==> config.mk <==
export PLATFORM = sky130hd
export DESIGN_NAME = ram_port_arbiter_flat
export DESIGN_NICKNAME = d
export VERILOG_FILES = /design/src/rtl/cpu_mem_pkg.sv /design/src/rtl/ram_port_arbiter_if.sv /design/src/rtl/rr_pick2.sv /design/src/rtl/ram_port_arbiter.sv /design/src/flat_wrapper.sv
export SDC_FILE = /design/constraint.sdc
export NUM_CORES = 1
export LEC_CHECK = 0
export ABC_AREA = 1
export CAP_MARGIN = 5
export CORE_AREA = 3 3 87 89
export DETAILED_ROUTE_END_ITERATION = 7
export DIE_AREA = 0 0 90 92
export PLACE_DENSITY_LB_ADDON = 0.2
export SKIP_LAST_GASP = 1
export SLEW_MARGIN = 30
export SYNTH_ARGS = -nofsm -noshare
export SYNTH_HDL_FRONTEND = slang
export SYNTH_SLANG_ARGS = --single-unit
==> constraint.sdc <==
create_clock -name clk -period 3.2 [get_ports clk]
set_clock_uncertainty 0.1 [all_clocks]
set_input_delay 0.64 -clock clk [delete_from_list [all_inputs] [get_ports clk]]
set_output_delay 0.64 -clock clk [all_outputs]
set_load 0.03 [all_outputs]
==> src/rtl/cpu_mem_pkg.sv <==
// Shared constants for the CPU-side memory path: default RAM geometry,
// requester port indices and arbitration mode encodings.
package cpu_mem_pkg;

    localparam int unsigned DATA_WIDTH_DEF = 32;
    localparam int unsigned ADDR_WIDTH_DEF = 9;

    localparam int unsigned PORT_LSU = 0;
    localparam int unsigned PORT_IF  = 1;

    localparam int unsigned PRIO_ROUND_ROBIN = 0;
    localparam int unsigned PRIO_FIXED_LSU   = 1;

endpackage

==> src/rtl/ram_port_arbiter_if.sv <==
// One requester's view of the shared RAM: request/handshake and read response.
interface ram_port_arbiter_if #(
    parameter int unsigned DATA_WIDTH = 32,
    parameter int unsigned ADDR_WIDTH = 9
);

    logic                  req;
    logic                  we;
    logic [ADDR_WIDTH-1:0] addr;
    logic [DATA_WIDTH-1:0] wdata;
    logic                  gnt;
    logic                  rvalid;
    logic [DATA_WIDTH-1:0] rdata;

    modport master (
        output req, we, addr, wdata,
        input  gnt, rvalid, rdata
    );

    modport slave (
        input  req, we, addr, wdata,
        output gnt, rvalid, rdata
    );

endinterface

==> src/rtl/rr_pick2.sv <==
// Two-way grant picker: round-robin via a pointer flop, or fixed priority for
// the LSU port. Grant is combinational and one-hot (or zero).
module rr_pick2
    import cpu_mem_pkg::*;
#(
    parameter int unsigned FIXED_PRIO = PRIO_ROUND_ROBIN
) (
    input  logic       clk,
    input  logic       reset,
    input  logic [1:0] req_i,
    output logic [1:0] gnt_o
);

    logic ptr_q, ptr_d;

    always_comb begin
        gnt_o = 2'b00;
        ptr_d = ptr_q;
        if (!reset) begin
            if (req_i == 2'b11) begin
                if (FIXED_PRIO != PRIO_ROUND_ROBIN || ptr_q == 1'(PORT_LSU)) begin
                    gnt_o[PORT_LSU] = 1'b1;
                end else begin
                    gnt_o[PORT_IF] = 1'b1;
                end
                // Pointer moves to the loser of the conflict.
                if (FIXED_PRIO == PRIO_ROUND_ROBIN) begin
                    ptr_d = gnt_o[PORT_LSU];
                end
            end else begin
                gnt_o = req_i;
            end
        end
    end

    always_ff @(posedge clk) begin
        if (reset) begin
            ptr_q <= 1'(PORT_LSU);
        end else begin
            ptr_q <= ptr_d;
        end
    end

endmodule

==> src/rtl/ram_port_arbiter.sv <==
// Shares one single-port synchronous RAM between the LSU (port 0) and
// instruction fetch (port 1); one access per cycle, read data one cycle later.
module ram_port_arbiter
    import cpu_mem_pkg::*;
#(
    parameter int unsigned DATA_WIDTH = DATA_WIDTH_DEF,
    parameter int unsigned ADDR_WIDTH = ADDR_WIDTH_DEF,
    parameter int unsigned FIXED_PRIO = PRIO_ROUND_ROBIN
) (
    input  logic                  clk,
    input  logic                  reset,
    ram_port_arbiter_if.slave     port0_if,
    ram_port_arbiter_if.slave     port1_if,
    output logic [ADDR_WIDTH-1:0] ram_addr,
    output logic [DATA_WIDTH-1:0] ram_data,
    output logic                  ram_we,
    input  logic [DATA_WIDTH-1:0] ram_q
);

    logic [1:0]            req;
    logic [1:0]            gnt;
    logic [1:0]            rvalid_q, rvalid_d;
    logic [ADDR_WIDTH-1:0] addr_q;

    assign req[PORT_LSU] = port0_if.req;
    assign req[PORT_IF]  = port1_if.req;

    rr_pick2 #(
        .FIXED_PRIO(FIXED_PRIO)
    ) u_pick (
        .clk  (clk),
        .reset(reset),
        .req_i(req),
        .gnt_o(gnt)
    );

    // With no grant the address is held so the RAM output stays stable.
    always_comb begin
        ram_we   = 1'b0;
        ram_addr = addr_q;
        ram_data = port0_if.wdata;
        if (gnt[PORT_LSU]) begin
            ram_we   = port0_if.we;
            ram_addr = port0_if.addr;
        end else if (gnt[PORT_IF]) begin
            ram_we   = port1_if.we;
            ram_addr = port1_if.addr;
            ram_data = port1_if.wdata;
        end
    end

    always_comb begin
        rvalid_d           = 2'b00;
        rvalid_d[PORT_LSU] = gnt[PORT_LSU] & ~port0_if.we;
        rvalid_d[PORT_IF]  = gnt[PORT_IF] & ~port1_if.we;
    end

    always_ff @(posedge clk) begin
        if (reset) begin
            addr_q   <= '0;
            rvalid_q <= 2'b00;
        end else begin
            addr_q   <= ram_addr;
            rvalid_q <= rvalid_d;
        end
    end

    assign port0_if.gnt    = gnt[PORT_LSU];
    assign port1_if.gnt    = gnt[PORT_IF];
    // Masking by reset drops a response whose grant preceded reset rising.
    assign port0_if.rvalid = rvalid_q[PORT_LSU] & ~reset;
    assign port1_if.rvalid = rvalid_q[PORT_IF] & ~reset;
    assign port0_if.rdata  = ram_q;
    assign port1_if.rdata  = ram_q;

endmodule

==> src/flat_wrapper.sv <==
// flat-port wrapper written by rule: the top's interface ports become plain ports
module ram_port_arbiter_flat import cpu_mem_pkg::*;
#(
    parameter int unsigned DATA_WIDTH = DATA_WIDTH_DEF,
    parameter int unsigned ADDR_WIDTH = ADDR_WIDTH_DEF,
    parameter int unsigned FIXED_PRIO = PRIO_ROUND_ROBIN
)
  (clk, reset, ram_addr, ram_data, ram_we, ram_q, port0_if_req, port0_if_we, port0_if_addr, port0_if_wdata, port0_if_gnt, port0_if_rvalid, port0_if_rdata, port1_if_req, port1_if_we, port1_if_addr, port1_if_wdata, port1_if_gnt, port1_if_rvalid, port1_if_rdata);
  ram_port_arbiter_if #(.DATA_WIDTH(DATA_WIDTH), .ADDR_WIDTH(ADDR_WIDTH)) port0_if_i ();
  ram_port_arbiter_if #(.DATA_WIDTH(DATA_WIDTH), .ADDR_WIDTH(ADDR_WIDTH)) port1_if_i ();
  input  logic clk;
  input  logic reset;
  output logic [ADDR_WIDTH-1:0] ram_addr;
  output logic [DATA_WIDTH-1:0] ram_data;
  output logic ram_we;
  input  logic [DATA_WIDTH-1:0] ram_q;
  input wire logic [$bits(port0_if_i.req)-1:0] port0_if_req;
  input wire logic [$bits(port0_if_i.we)-1:0] port0_if_we;
  input wire logic [$bits(port0_if_i.addr)-1:0] port0_if_addr;
  input wire logic [$bits(port0_if_i.wdata)-1:0] port0_if_wdata;
  output wire logic [$bits(port0_if_i.gnt)-1:0] port0_if_gnt;
  output wire logic [$bits(port0_if_i.rvalid)-1:0] port0_if_rvalid;
  output wire logic [$bits(port0_if_i.rdata)-1:0] port0_if_rdata;
  input wire logic [$bits(port1_if_i.req)-1:0] port1_if_req;
  input wire logic [$bits(port1_if_i.we)-1:0] port1_if_we;
  input wire logic [$bits(port1_if_i.addr)-1:0] port1_if_addr;
  input wire logic [$bits(port1_if_i.wdata)-1:0] port1_if_wdata;
  output wire logic [$bits(port1_if_i.gnt)-1:0] port1_if_gnt;
  output wire logic [$bits(port1_if_i.rvalid)-1:0] port1_if_rvalid;
  output wire logic [$bits(port1_if_i.rdata)-1:0] port1_if_rdata;
  assign port0_if_i.req = port0_if_req;
  assign port0_if_i.we = port0_if_we;
  assign port0_if_i.addr = port0_if_addr;
  assign port0_if_i.wdata = port0_if_wdata;
  assign port0_if_gnt = port0_if_i.gnt;
  assign port0_if_rvalid = port0_if_i.rvalid;
  assign port0_if_rdata = port0_if_i.rdata;
  assign port1_if_i.req = port1_if_req;
  assign port1_if_i.we = port1_if_we;
  assign port1_if_i.addr = port1_if_addr;
  assign port1_if_i.wdata = port1_if_wdata;
  assign port1_if_gnt = port1_if_i.gnt;
  assign port1_if_rvalid = port1_if_i.rvalid;
  assign port1_if_rdata = port1_if_i.rdata;
  ram_port_arbiter #(.DATA_WIDTH(DATA_WIDTH), .ADDR_WIDTH(ADDR_WIDTH), .FIXED_PRIO(FIXED_PRIO)) u_core (.clk(clk), .reset(reset), .port0_if(port0_if_i), .port1_if(port1_if_i), .ram_addr(ram_addr), .ram_data(ram_data), .ram_we(ram_we), .ram_q(ram_q));
endmodule
# Word level (Yosys, flattened, before mapping)
# Cells that the tools add are included.
dict set report totals {
  ff_bits 12
  latch_bits 0
  mem_bits_rw 0
  romBits 0
  in_bits 120
  wordCells 21
  n_memories 0
}
dict set report classes {
  addsub 0
  multipliers 0
  div_mod_pow 0
  order_cmp 0
  eq_ne 1
  n_shift 0
  muxes 10
  n_bitwise 7
  reduce_logical 0
}
# operator count
set op_table {}
lappend op_table {{32-bit two-way mux} 2}
lappend op_table {{9-bit two-way mux} 2}
lappend op_table {{1-bit AND} 4}
lappend op_table {{1-bit two-way mux} 4}
lappend op_table {{2-bit two-way mux} 2}
lappend op_table {{1-bit NOT} 3}
lappend op_table {{2-bit equality test, second input constant} 1}

# Depth between registers and ports, before layout
dict set report depth {
  depth_word 5
  ltp_mapped 8
}

# Hierarchy
# From an unflattened synthesis, not the netlist that was laid out.
dict set report hier_totals {
  hier_cells 280
  hier_area_um2 1671.6
}
# module instances cells_per_inst area_each_um2 seq_area_each_um2
set by_module_without_submodules {}
lappend by_module_without_submodules {ram_port_arbiter 1 269 1609.0 220.2}
lappend by_module_without_submodules {rr_pick2 1 11 62.6 20.0}

# Worst setup path before layout
# OpenSTA, ideal clock, no wires.
dict set report synth_timing {
  path_type {input to output}
  start {in port1_if_req}
  end {out ram_we}
  arrival_ps 1585
  required_ps 2460
  setup_slack_ps 875
  stages 6
  n_path_buf 0
  cell_sequence {inv_2 -> nor2_4 -> nand2_4 -> inv_2 -> nand2_1 -> a21oi_1}
}
dict set report synth_via {
  elab_chain_cells 5
}
# element line_no
set synth_rtl {}
lappend synth_rtl {{from (decl)} flat_wrapper.sv:24} ;# input wire logic [$bits(port1_if_i.req)-1:0] port1_if_req;
lappend synth_rtl {{2-bit equality test} rr_pick2.sv:20} ;# if (req_i == 2'b11) begin
lappend synth_rtl {{2-bit two-way mux (*)} rr_pick2.sv:20}
lappend synth_rtl {{2-bit two-way mux (*)} rr_pick2.sv:19} ;# if (!reset) begin
lappend synth_rtl {{1-bit two-way mux} ram_port_arbiter.sv:45} ;# end else if (gnt[PORT_IF]) begin
lappend synth_rtl {{1-bit two-way mux (*)} ram_port_arbiter.sv:42} ;# if (gnt[PORT_LSU]) begin
lappend synth_rtl {{to (decl)} flat_wrapper.sv:15} ;# output logic ram_we;
# Every way passes the cells marked *; elsewhere a longest branch is shown, timed or not.

# Worst setup path in the final report
dict set report layout_timing {
  start {in reset}
  end {out ram_addr[6]}
}
dict set report layout_via {
  elab_chain_cells 3
}
# element line_no
set layout_rtl {}
lappend layout_rtl {{from (decl)} flat_wrapper.sv:12} ;# input logic reset;
lappend layout_rtl {{2-bit two-way mux (*)} rr_pick2.sv:19}
lappend layout_rtl {{9-bit two-way mux} ram_port_arbiter.sv:45}
lappend layout_rtl {{9-bit two-way mux (*)} ram_port_arbiter.sv:42}
lappend layout_rtl {{to (decl)} flat_wrapper.sv:13} ;# output logic [ADDR_WIDTH-1:0] ram_addr;
# Marks and branches as above.

==> flow_metrics.env <==
export IMPL_outcome="finished, final reports clean"
export IMPL_wl_met3_um=708
export IMPL_clk_pin_slew_worst_paths_ns=0.05
export IMPL_crit_family="buffers and inverters"
export IMPL_crit_buf_inv=4
export IMPL_grt_max_degree=29
export IMPL_cp_max_fo=14
export IMPL_cts_resized=0
export IMPL_fin_crit_ns=2.94
export IMPL_dieHeight_um=92
export IMPL_finalNetCount=457
export IMPL_drt_initial_drc_count=33
export IMPL_crit_chain="clkdlybuf4s50_1, nor2_1, nand2_1, buf_12, or2_1, nand2_1, inv_1, buf_4"
export IMPL_grt_pass1_wl_um=8670
export IMPL_cts_sinks=12
export IMPL_rsz0062_at_grt="false"
export IMPL_tightest_slew_ns=0.314
export IMPL_crit_path_max_incr_delay_ns=0.50
export IMPL_clkLatencyLatePin_ns=0.24
export IMPL_synth_cell_type_count=16
export IMPL_synth_area_per_cell_um2=5.72
export IMPL_drive_gt1_frac=0.176
export IMPL_h_tree_depth=1
export IMPL_antenna_found_initial=0
export IMPL_cp_data_required_time_ns=2.46
export IMPL_p_per_area_nw_per_um2=290
export IMPL_rows=30
export IMPL_cts_tree="yes"
export IMPL_drtPass1Iterations=4
export IMPL_cts_root_buf="clkbuf_8"
export IMPL_clock_power_share=0.184
export IMPL_p_int_mw=0.455
export IMPL_swShare=0.373
export IMPL_ys_ff_latch=12
export IMPL_hp_class="reg2reg"
export IMPL_viasPerCell=3.87
export IMPL_numCtsBuffers=3
export IMPL_slowest_stage="clkdlybuf4s50_1"
export IMPL_hold_violations=0
export IMPL_gp_congestion=0.724
export IMPL_io_pins=230
export IMPL_dp_hpwl_um=4550
export IMPL_die_w_um=90
export IMPL_synth_area_top_cells="buf_4 (33%), nand2_1 (29%), dfxtp_1 (16%)"
export IMPL_diodes=0
export IMPL_drv_cap=0
export IMPL_switching_power_mw=0.271
export IMPL_wl_per_cell_um=13.1
export IMPL_seqPwrFrac=0.226
export IMPL_grt_use_total=0.128
export IMPL_setup_tns_ns=0
export IMPL_setup_violations=0
export IMPL_post_cts_buffers=0
export IMPL_p_comb_frac=0.589
export IMPL_port_buffers=133
export IMPL_routed_wirelength_um=5640
export IMPL_vdd_drop_max_mv=0.170
export IMPL_leakagePower_nw=1.26
export IMPL_post_route_period_util=0.920
export IMPL_yosys_warnings=0
export IMPL_syn_num_nets=387
export IMPL_die_area_um2=8280
export IMPL_cpMostUsedCell="nand2_1"
export IMPL_syn_area_um2=1530
export IMPL_crit_type="in2out"
export IMPL_worst_setup_path_end_kind="output pin"
export IMPL_wl_met2_um=2610
export IMPL_grt_remaining_overflow=0
export IMPL_cts_buffer_depth=2
export IMPL_synthToLayoutAreaGrowth_pct=64.0
export IMPL_power_mw=0.725
export IMPL_vias=1668
export IMPL_wl_met1_um=2230
export IMPL_finalMaxSlewViolations=0
export IMPL_grt_pass1_vias=1651
export IMPL_cp_start_kind="input port"
export IMPL_arrival_ns=2.20
export IMPL_synthCells=267
export IMPL_drtAntennaViolNets=0
export IMPL_yosys_area_top_type="buf_4"
export IMPL_fillers=744
export IMPL_yosys_area_top_type_share=0.330
export IMPL_worst_slew_margin_rel=0.790
export IMPL_cts_hold_buf=0
export IMPL_initial_core_util=0.223
export IMPL_top_layer="met4"
export IMPL_core_area_um2=6830
export IMPL_synth_seq_area_share=0.157
export IMPL_drc=0
export IMPL_max_freq_ghz=0.340
[power groups by stage]
stage	registers, mW	logic [mW]	clock network (mW)
2_1_floorplan	0.166	0.351	0
3_3_place_gp	0.167	0.432	0
3_5_place_dp	0.167	0.431	0
4_1_cts	0.164	0.434	0.138
5_1_grt	0.165	0.459	0.144
6_report	0.164	0.428	0.134
[synthesized netlist by cell type]
library cell	number
inv_1	14
nor2_1	14
buf_6	1
or2_2	1
clkbuf_1	3
o21ai_0	1
buf_2	4
or2_1	8
buf_4	67
nor2_4	1
inv_2	2
nand3_1	19
a21oi_1	2
dfxtp_1	12
nand2_4	1
nand2_1	117
[worst paths after layout]
check                        endpoint  slack (ns)  cells past startpoint                 from
hold reg to reg   u_core.u_pick.ptr_q        0.40                      2  u_core.u_pick.ptr_q
hold / removal    u_core.u_pick.ptr_q        0.40                      2  u_core.u_pick.ptr_q
setup reg to reg     u_core.addr_q[4]        1.85                      8  u_core.u_pick.ptr_q
setup / recovery          ram_addr[6]        0.26                      8                reset
[state kept, by name, summed over array words and instances, names as in the netlist]
signal / cells
u_core.addr_q: 9
u_core.rvalid_q: 2
u_core.u_pick.ptr_q: 1
[final cells by class]
type | instances | area [um^2] | area share
Sequential cell | 12 | 240 | 0.0960
Clock buffer | 3 | 41.3 | 0.0165
Multi-Input combinational cell | 164 | 681 | 0.272
Tap cell | 96 | 120 | 0.0480
Timing Repair Buffer | 140 | 1360 | 0.544
Inverter | 16 | 60.1 | 0.0240
[stage by stage]
step           std cells  setup slack [ns]  hold WS [ns]  area (um^2)   util
2_1_floorplan        267             0.875         0.357         1530      -
3_3_place_gp         428             0.272         0.398         2460  0.360
3_5_place_dp         428             0.260         0.394         2460  0.360
4_1_cts              431             0.258         0.401         2500  0.366
5_1_grt              431             0.132         0.431         2500  0.366
6_report             431             0.258         0.399         2500  0.366
[worst register-to-register path, stage by stage, from the launching register on]
cell and delay, ns:
dfxtp_1 0.31, inv_1 0.05, nand3_1 0.12, nand2_4 0.22, buf_12 0.21, nand2_1 0.07, nand3_1 0.06, nand2_1 0.07
nor2_1 0.08
[cells in the final DEF, fill, tap and decap left out]
| cell | n |
|---|---|
| or2_2 | 1 |
| nor2_1 | 14 |
| o21ai_0 | 1 |
| inv_1 | 14 |
| buf_4 | 44 |
| buf_12 | 7 |
| dfxtp_1 | 12 |
| inv_2 | 2 |
| clkbuf_8 | 3 |
| a21oi_1 | 2 |
| nor2_4 | 1 |
| or2_1 | 8 |
| nand2_4 | 1 |
| clkdlybuf4s50_1 | 89 |
| nand2_1 | 117 |
| nand3_1 | 19 |
[cells by family after synthesis]
group                  after synthesis  share of synthesized area
flip-flops                          12                      0.157
AND/OR/NAND/NOR                    161                      0.436
AO/OA/AOI/OAI                        3                    0.00983
buffers and inverters               91                      0.397
[layer usage]
layer | GRT usage | vias up
li1 | - | 872
met5 | 0 | -
met2 | 0.214 | 130
met3 | 0.0591 | 9
met4 | 0.0421 | 0
met1 | 0.145 | 657
Note: power is estimated with default switching activity, not from simulation.
